`config.mk`:
```
export PLATFORM = sky130hd
export DESIGN_NAME = universal_shift_register
export DESIGN_NICKNAME = d
export VERILOG_FILES = /design/src/rtl/universal_shift_register_pkg.sv /design/src/rtl/universal_shift_register_frame_counter.sv /design/src/rtl/universal_shift_register.sv
export SDC_FILE = /design/constraint.sdc
export NUM_CORES = 1
export LEC_CHECK = 0
export ABC_AREA = 1
export BUFFER_PORTS_ARGS = -buffer_cell sky130_fd_sc_hd__buf_2
export CORE_MARGIN = 3
export CORE_UTILIZATION = 40
export DETAILED_ROUTE_END_ITERATION = 7
export HOLD_SLACK_MARGIN = 0.03
export PLACE_DENSITY = 0.73
export SYNTH_ARGS = -nofsm -noshare
export SYNTH_HDL_FRONTEND = slang
export SYNTH_SLANG_ARGS = --single-unit
```
`constraint.sdc`:
```
create_clock -name clk -period 1.19 [get_ports clk]
set_input_delay 0.238 -clock clk [delete_from_list [all_inputs] [get_ports clk]]
set_output_delay 0.238 -clock clk [all_outputs]
set_load 0.01 [all_outputs]
```
`src/rtl/universal_shift_register_pkg.sv`:
```
`default_nettype none
// ============================================================================
// Package     : usr_pkg
// Description : Shared mode encoding for the universal shift register.
// Revision    : 1.0 - initial release
// ============================================================================
package usr_pkg;

  typedef logic [1:0] usr_mode_t;

  localparam usr_mode_t MODE_HOLD = 2'b00;
  localparam usr_mode_t MODE_SHL  = 2'b01;
  localparam usr_mode_t MODE_SHR  = 2'b10;
  localparam usr_mode_t MODE_LOAD = 2'b11;

endpackage
`default_nettype wire

```
`src/rtl/universal_shift_register_frame_counter.sv`:
```
`default_nettype none
// ============================================================================
// Module      : usr_frame_counter
// Description : Modulo-WIDTH shift counter with a registered frame_done pulse.
// Revision    : 1.0 - initial release
// ============================================================================
module usr_frame_counter #(
  parameter  int WIDTH = 8,
  localparam int CNT_W = $clog2(WIDTH)
) (
  input  logic             clk,
  input  logic             reset,
  input  logic             shift_evt,
  input  logic             restart,
  output logic [CNT_W-1:0] count,
  output logic             frame_done
);

  localparam logic [CNT_W-1:0] LAST = CNT_W'(WIDTH - 1);

  logic [CNT_W-1:0] count_q, count_d;
  logic             frame_q, frame_d;

  // restart (clear or load) outranks a shift event in the same cycle
  always_comb begin
    count_d = count_q;
    frame_d = 1'b0;
    if (restart) begin
      count_d = '0;
    end else if (shift_evt) begin
      if (count_q == LAST) begin
        count_d = '0;
        frame_d = 1'b1;
      end else begin
        count_d = count_q + 1'b1;
      end
    end
  end

  always_ff @(posedge clk or posedge reset) begin
    if (reset) begin
      count_q <= '0;
      frame_q <= 1'b0;
    end else begin
      count_q <= count_d;
      frame_q <= frame_d;
    end
  end

  assign count      = count_q;
  assign frame_done = frame_q;

endmodule
`default_nettype wire

```
`src/rtl/universal_shift_register.sv`:
```
`default_nettype none
// ============================================================================
// Module      : universal_shift_register
// Description : Left/right shift, parallel load, clear, enable, frame counter.
//               Define ROTATE_EN to add the rot port (rotate instead of shift).
// Revision    : 1.0 - initial release
// ============================================================================
module universal_shift_register
  import usr_pkg::*;
#(
  parameter  int WIDTH = 8,
  localparam int CNT_W = $clog2(WIDTH)
) (
  input  logic             clk,
  input  logic             reset,
  input  logic             en,
  input  logic             clr,
  input  usr_mode_t        mode,
`ifdef ROTATE_EN
  input  logic             rot,
`endif
  input  logic             sin_l,
  input  logic             sin_r,
  input  logic [WIDTH-1:0] pdata,
  output logic [WIDTH-1:0] data_out,
  output logic             sout_msb,
  output logic             sout_lsb,
  output logic [CNT_W-1:0] shift_count,
  output logic             frame_done
);

  logic [WIDTH-1:0] data_q, data_d;
  logic             fill_l, fill_r;
  logic             shift_evt, restart;

`ifdef ROTATE_EN
  assign fill_l = rot ? data_q[WIDTH-1] : sin_l;
  assign fill_r = rot ? data_q[0]       : sin_r;
`else
  assign fill_l = sin_l;
  assign fill_r = sin_r;
`endif

  always_comb begin
    data_d = data_q;
    if (clr) begin
      data_d = '0;
    end else if (en) begin
      case (mode)
        MODE_SHL:  data_d = {data_q[WIDTH-2:0], fill_l};
        MODE_SHR:  data_d = {fill_r, data_q[WIDTH-1:1]};
        MODE_LOAD: data_d = pdata;
        default:   data_d = data_q;
      endcase
    end
  end

  always_ff @(posedge clk or posedge reset) begin
    if (reset) data_q <= '0;
    else       data_q <= data_d;
  end

  assign shift_evt = !clr && en && ((mode == MODE_SHL) || (mode == MODE_SHR));
  assign restart   = clr || (en && (mode == MODE_LOAD));

  usr_frame_counter #(.WIDTH(WIDTH)) u_frame_counter (
    .clk        (clk),
    .reset      (reset),
    .shift_evt  (shift_evt),
    .restart    (restart),
    .count      (shift_count),
    .frame_done (frame_done)
  );

  assign data_out = data_q;
  assign sout_msb = data_q[WIDTH-1];
  assign sout_lsb = data_q[0];

endmodule
`default_nettype wire

```
# Word-level counts from Yosys, hierarchy flattened
# Cells that the tools add are included.
totals:
  register_bits: 12
  latch_bits: 0
  ram_bits: 0
  rom_bits: 0
  inputBits: 16
  output_inout_bits: 14
  elab_cells: 27
  n_memories: 0
op_classes:
  n_addsub: 1
  n_mul: 0
  div: 0
  n_lt_le_gt_ge: 0
  n_eq_ne: 4
  shifts: 0
  mux: 9
  n_bitwise: 0
  n_reduce_logical: 10
op_table:
  columns: ["operator", "count"]
  rows:
  - ["8-bit one-hot mux with 3 select lines", 1]
  - ["8-bit 2-to-1 mux", 2]
  - ["3-bit 2-to-1 mux", 3]
  - ["2-bit equality test, second input constant", 2]
  - ["2-bit nonzero test", 2]
  - ["4-bit nonzero test", 1]
  - ["3-bit by 1-bit adder with 3-bit output, second input constant", 1]
  - ["3-bit equality test, second input constant", 1]
  - ["1-bit logical AND", 3]
  - ["1-bit 2-to-1 mux", 3]
  - ["2-bit by 1-bit equality test with 1-bit output, second input constant", 1]
  - ["1-bit logical OR", 2]
  - ["2-bit AND reduction", 1]
  - ["1-bit zero test", 1]

# Logic depth before layout (Yosys ltp)
logic_depth:
  word_depth: 5
  depth_mapped: 9
  mapped_depth_nobuf: 8

# Modules after synthesis
# A second synthesis with hierarchy kept.
hier_totals:
  cells_unflattened: 125
  area_unflattened_um2: 840.8
modules_own_cells:
  columns: ["mod", "n_inst", "cells_per_inst", "area_each_um2", "seq_area_each_um2"]
  rows:
  - ["universal_shift_register", 1, 102, 649.4, 200.2]
  - ["usr_frame_counter", 1, 23, 191.4, 100.1]

# Least setup slack after synthesis
# Ideal clock, no wire load.
synth_timing:
  kind: "register to register"
  startpoint: "register u_frame_counter.count_q[0] (netlist: u_frame_counter.count[0])"
  endpoint: "register u_frame_counter.count_q[2] (netlist: u_frame_counter.count[2])"
  setup_ps: 117
  arrival_time_ps: 997
  required_time_ps: 1073
  path_slack_ps: 75
  stages_incl_launch_ff: 5
  path_buffers: 0
  synth_period_minus_slack_ps: 1115
  cell_sequence: "dfrtp_1 -> ha_1 -> ha_1 -> nand3_1 -> nand2_1"
synth_between:
  elab_chain_len: 4
  elab_cells_between_ends: 5
  cone_classes: "add/sub: 1; eq/ne: 1; mux: 3"
synth_rtl:
  columns: ["item", "line", "rtl"]
  rows:
  - ["start: declaration", "universal_shift_register_frame_counter.sv:21", "logic [CNT_W-1:0] count_q, count_d;"]
  - ["start signal: assignment", "universal_shift_register_frame_counter.sv:45", "count_q <= count_d;"]
  - ["3-bit by 1-bit adder with 3-bit output / 3-bit equality test (equally long branches)", "universal_shift_register_frame_counter.sv:35, universal_shift_register_frame_counter.sv:31", null]
  - ["3-bit 2-to-1 mux (*)", "universal_shift_register_frame_counter.sv:31", "if (count_q == LAST) begin"]
  - ["3-bit 2-to-1 mux (*)", "universal_shift_register_frame_counter.sv:30", "end else if (shift_evt) begin"]
  - ["3-bit 2-to-1 mux (*)", "universal_shift_register_frame_counter.sv:28", "if (restart) begin"]
# Every way passes the cells marked *; elsewhere a longest branch is shown, timed or not. The select of a mux whose other input is x is not followed.
# A chain may end at the register's enable or synchronous reset.

# Worst setup path in the final report
# Ends and elaborated chain as after synthesis.

==> run metrics <==
dpl cell area 1040 um2; IO buf count 29; total grt overflow 0; CTS tree yes; vias in the first global route 783; first-pass GRT wire length 3220 um; HP Class in2reg; Synth area leader dfrtp_1; pwr dens 895 nW/um2; Worst setup SP type flop; Sw Share 29.2%; crit path max fanout 4; Post-CTS Setup Inserts 0; post-synthesis register bit count 12; Core ar. 1980 um2; Min-Delay Startpoint sin_l; CP required 1.40 ns; synth top area cells dfrtp_1 35%, nand2_1 26%, nand3_1 8.2%, ha_1 7.3%, inv_1 6.2%; syn avg cell area 7.10 um2; clock share of power 34.1%; status complete, no violations; P_leak 0.707 nW; slew margin rel. 68.4%; Worst Setup SP u_frame_counter.count[0]$_DFFE_PP0P_; Setup Crit Path Kind reg2reg; final-stage net count 178; worst-margin pin slew 0.473 ns; final wirelength 1960 um; sequential area share after synthesis 35.2%; Sw Pwr 0.285 mW; area grow syn2layout 27.9%; commonest cells after routing, fill and taps aside 60 x nand2_1, 29 x buf_2, 14 x inv_1, 14 x nand3_1, 12 x dfrtp_1; Ports 30; Layout Cell Area excl Fill 1090 um2; Clock Tree Buf Depth 2; CP endpoint kind flop; CTS Buf Count 3; RR Startpoint u_frame_counter.count[0]$_DFFE_PP0P_; Reg clk slew, reported paths 0.08 ns; Worst Skew 0.00524 ns; Total GRT Usage 15.9%; CTS root buf clkbuf_4; combinational power share 21.4%; post-route insts no fill 183; Final Hold Vio Count 0; Post-Syn Instances 120; DRC Markers 0; largest net degree at the start of global routing 13; DR iter-0 viols 17; routing usage on met1 18.1%; unrepaired setup endpoints after global routing no; post-route minimum period 1.12 ns; Die W 52.2 um; Post-Syn Nets 141; DR vias 856; Initial Utilization 43.0%; share of layout cells above drive strength 1 32.1%; Setup Viol. Count Final 0; Synth top area share 35.2%; Die Ht 52.2 um; grt met3 use 5.16%; Cells after DPL 178; Wirelength per Cell 10.7 um; Diodes inserted 0; Most Crowded Layer GR met2; remaining antenna violation count 0; commonest non-fill, non-tap cell in the layout nand2_1; max_cap viols 0; Flop pwr share 44.5%; row cnt 16; Clock Latency Late Sink 0.27 ns; WP data arrival 1.34 ns; vias per cell 4.68; First-pass DRT Iterations 4; fin crit share 94.2%; Filler cells 190; post-DP HPWL 1530 um; fmax 892 MHz; Netlist cell types 16; met2 track demand over resource 29.1%; post-synth design cell area 852 um2; Synth Warn # 0; Pint 0.690 mW; initial antenna violation count 0; Final Max Slew Viols 0; # clock sinks 12; peak supply drop 648 uV; die area 2720 um2; GPL Wtd Cong 0.810; # H-tree levels 1
[sequential cells by signal, summed over array words and instances, names as in the netlist]
register and flops:
u_frame_counter.count 3, u_frame_counter.frame_done 1, data_out 8
[per-layer routing]
metal	routed length, um	share of wire (%)
met1	792	40
met4	10	0.51
met5	0	0
met3	193	9.9
met2	962	49
[power by group through the flow]
stage	sequential, mW	combinational [mW]	clock (mW)
after floorplan	0.446	0.128	0
after global routing	0.436	0.234	0.360
after detailed placement	0.442	0.207	0
final	0.434	0.209	0.332
after CTS	0.434	0.211	0.335
after global placement	0.441	0.203	0
[cells in the mapped netlist]
library cell	n
nor2_8	1
buf_4	2
inv_1	14
a21oi_2	1
inv_2	2
dfrtp_1	12
nor2_1	1
nand2_2	1
and3_1	1
nor2_4	1
buf_6	2
nand3_4	1
nand3_1	14
nand2_1	60
nand2_4	2
ha_1	5
[critical path: stages (launching register included)]
cell and delay, ns:
dfrtp_1 0.42, ha_2 0.19, ha_2 0.31, nand3_1 0.07
nand2_1 0.08
[per-stage QoR]
step | total power, mW | utilization (%) | setup TNS (ns) | setup WS, ns | hold WS, ns
after floorplan | 0.574 | - | 0 | 0.0748 | 0.103
after global placement | 0.644 | 52.4 | -1.27 | -0.141 | 0.272
after detailed placement | 0.650 | 52.4 | -1.51 | -0.161 | 0.281
after CTS | 0.980 | 54.7 | 0 | 0.0408 | 0.286
after global routing | 1.03 | 55.0 | 0 | 0.00804 | 0.325
final | 0.975 | 55.0 | 0 | 0.0693 | 0.282
[what timing repair did]
action,CTS,global route
setup endpoints to repair,0,2
hold buffers,1,0
hold endpoints to repair,12,0
resized for setup,0,2
[final timing paths]
kind	to	slack [ns]	depth (start not counted)
max reg2reg	u_frame_counter.count[2]$_DFFE_PP0P_	0.07	4
max in group asynchronous	data_out[4]$_DFFE_PP0P_	0.35	3
min reg2reg	data_out[7]$_DFFE_PP0P_	0.54	2
min in group asynchronous	data_out[1]$_DFFE_PP0P_	0.51	3
min	data_out[0]$_DFFE_PP0P_	0.28	5
max	u_frame_counter.count[2]$_DFFE_PP0P_	0.07	4
[logic make-up after synthesis]
family	count (synthesis)	synth area share (%)
buffers and inverters	20	11.5
DFF	12	35.2
adders and majority gates	5	7.34
and+or+nand+nor	82	44.9
AOI/OAI and AO/OA	1	1.03
[layout make-up]
cell class | count | area, um2 | area share (%)
timing repair buffer | 36 | 200 | 18.4
tap | 27 | 33.8 | 3.10
inverter | 16 | 60.1 | 5.51
multi-input combinational | 88 | 459 | 42.1
clock buffer | 4 | 36.3 | 3.33
sequential | 12 | 300 | 27.6
Power figures use the tool's default switching activity.
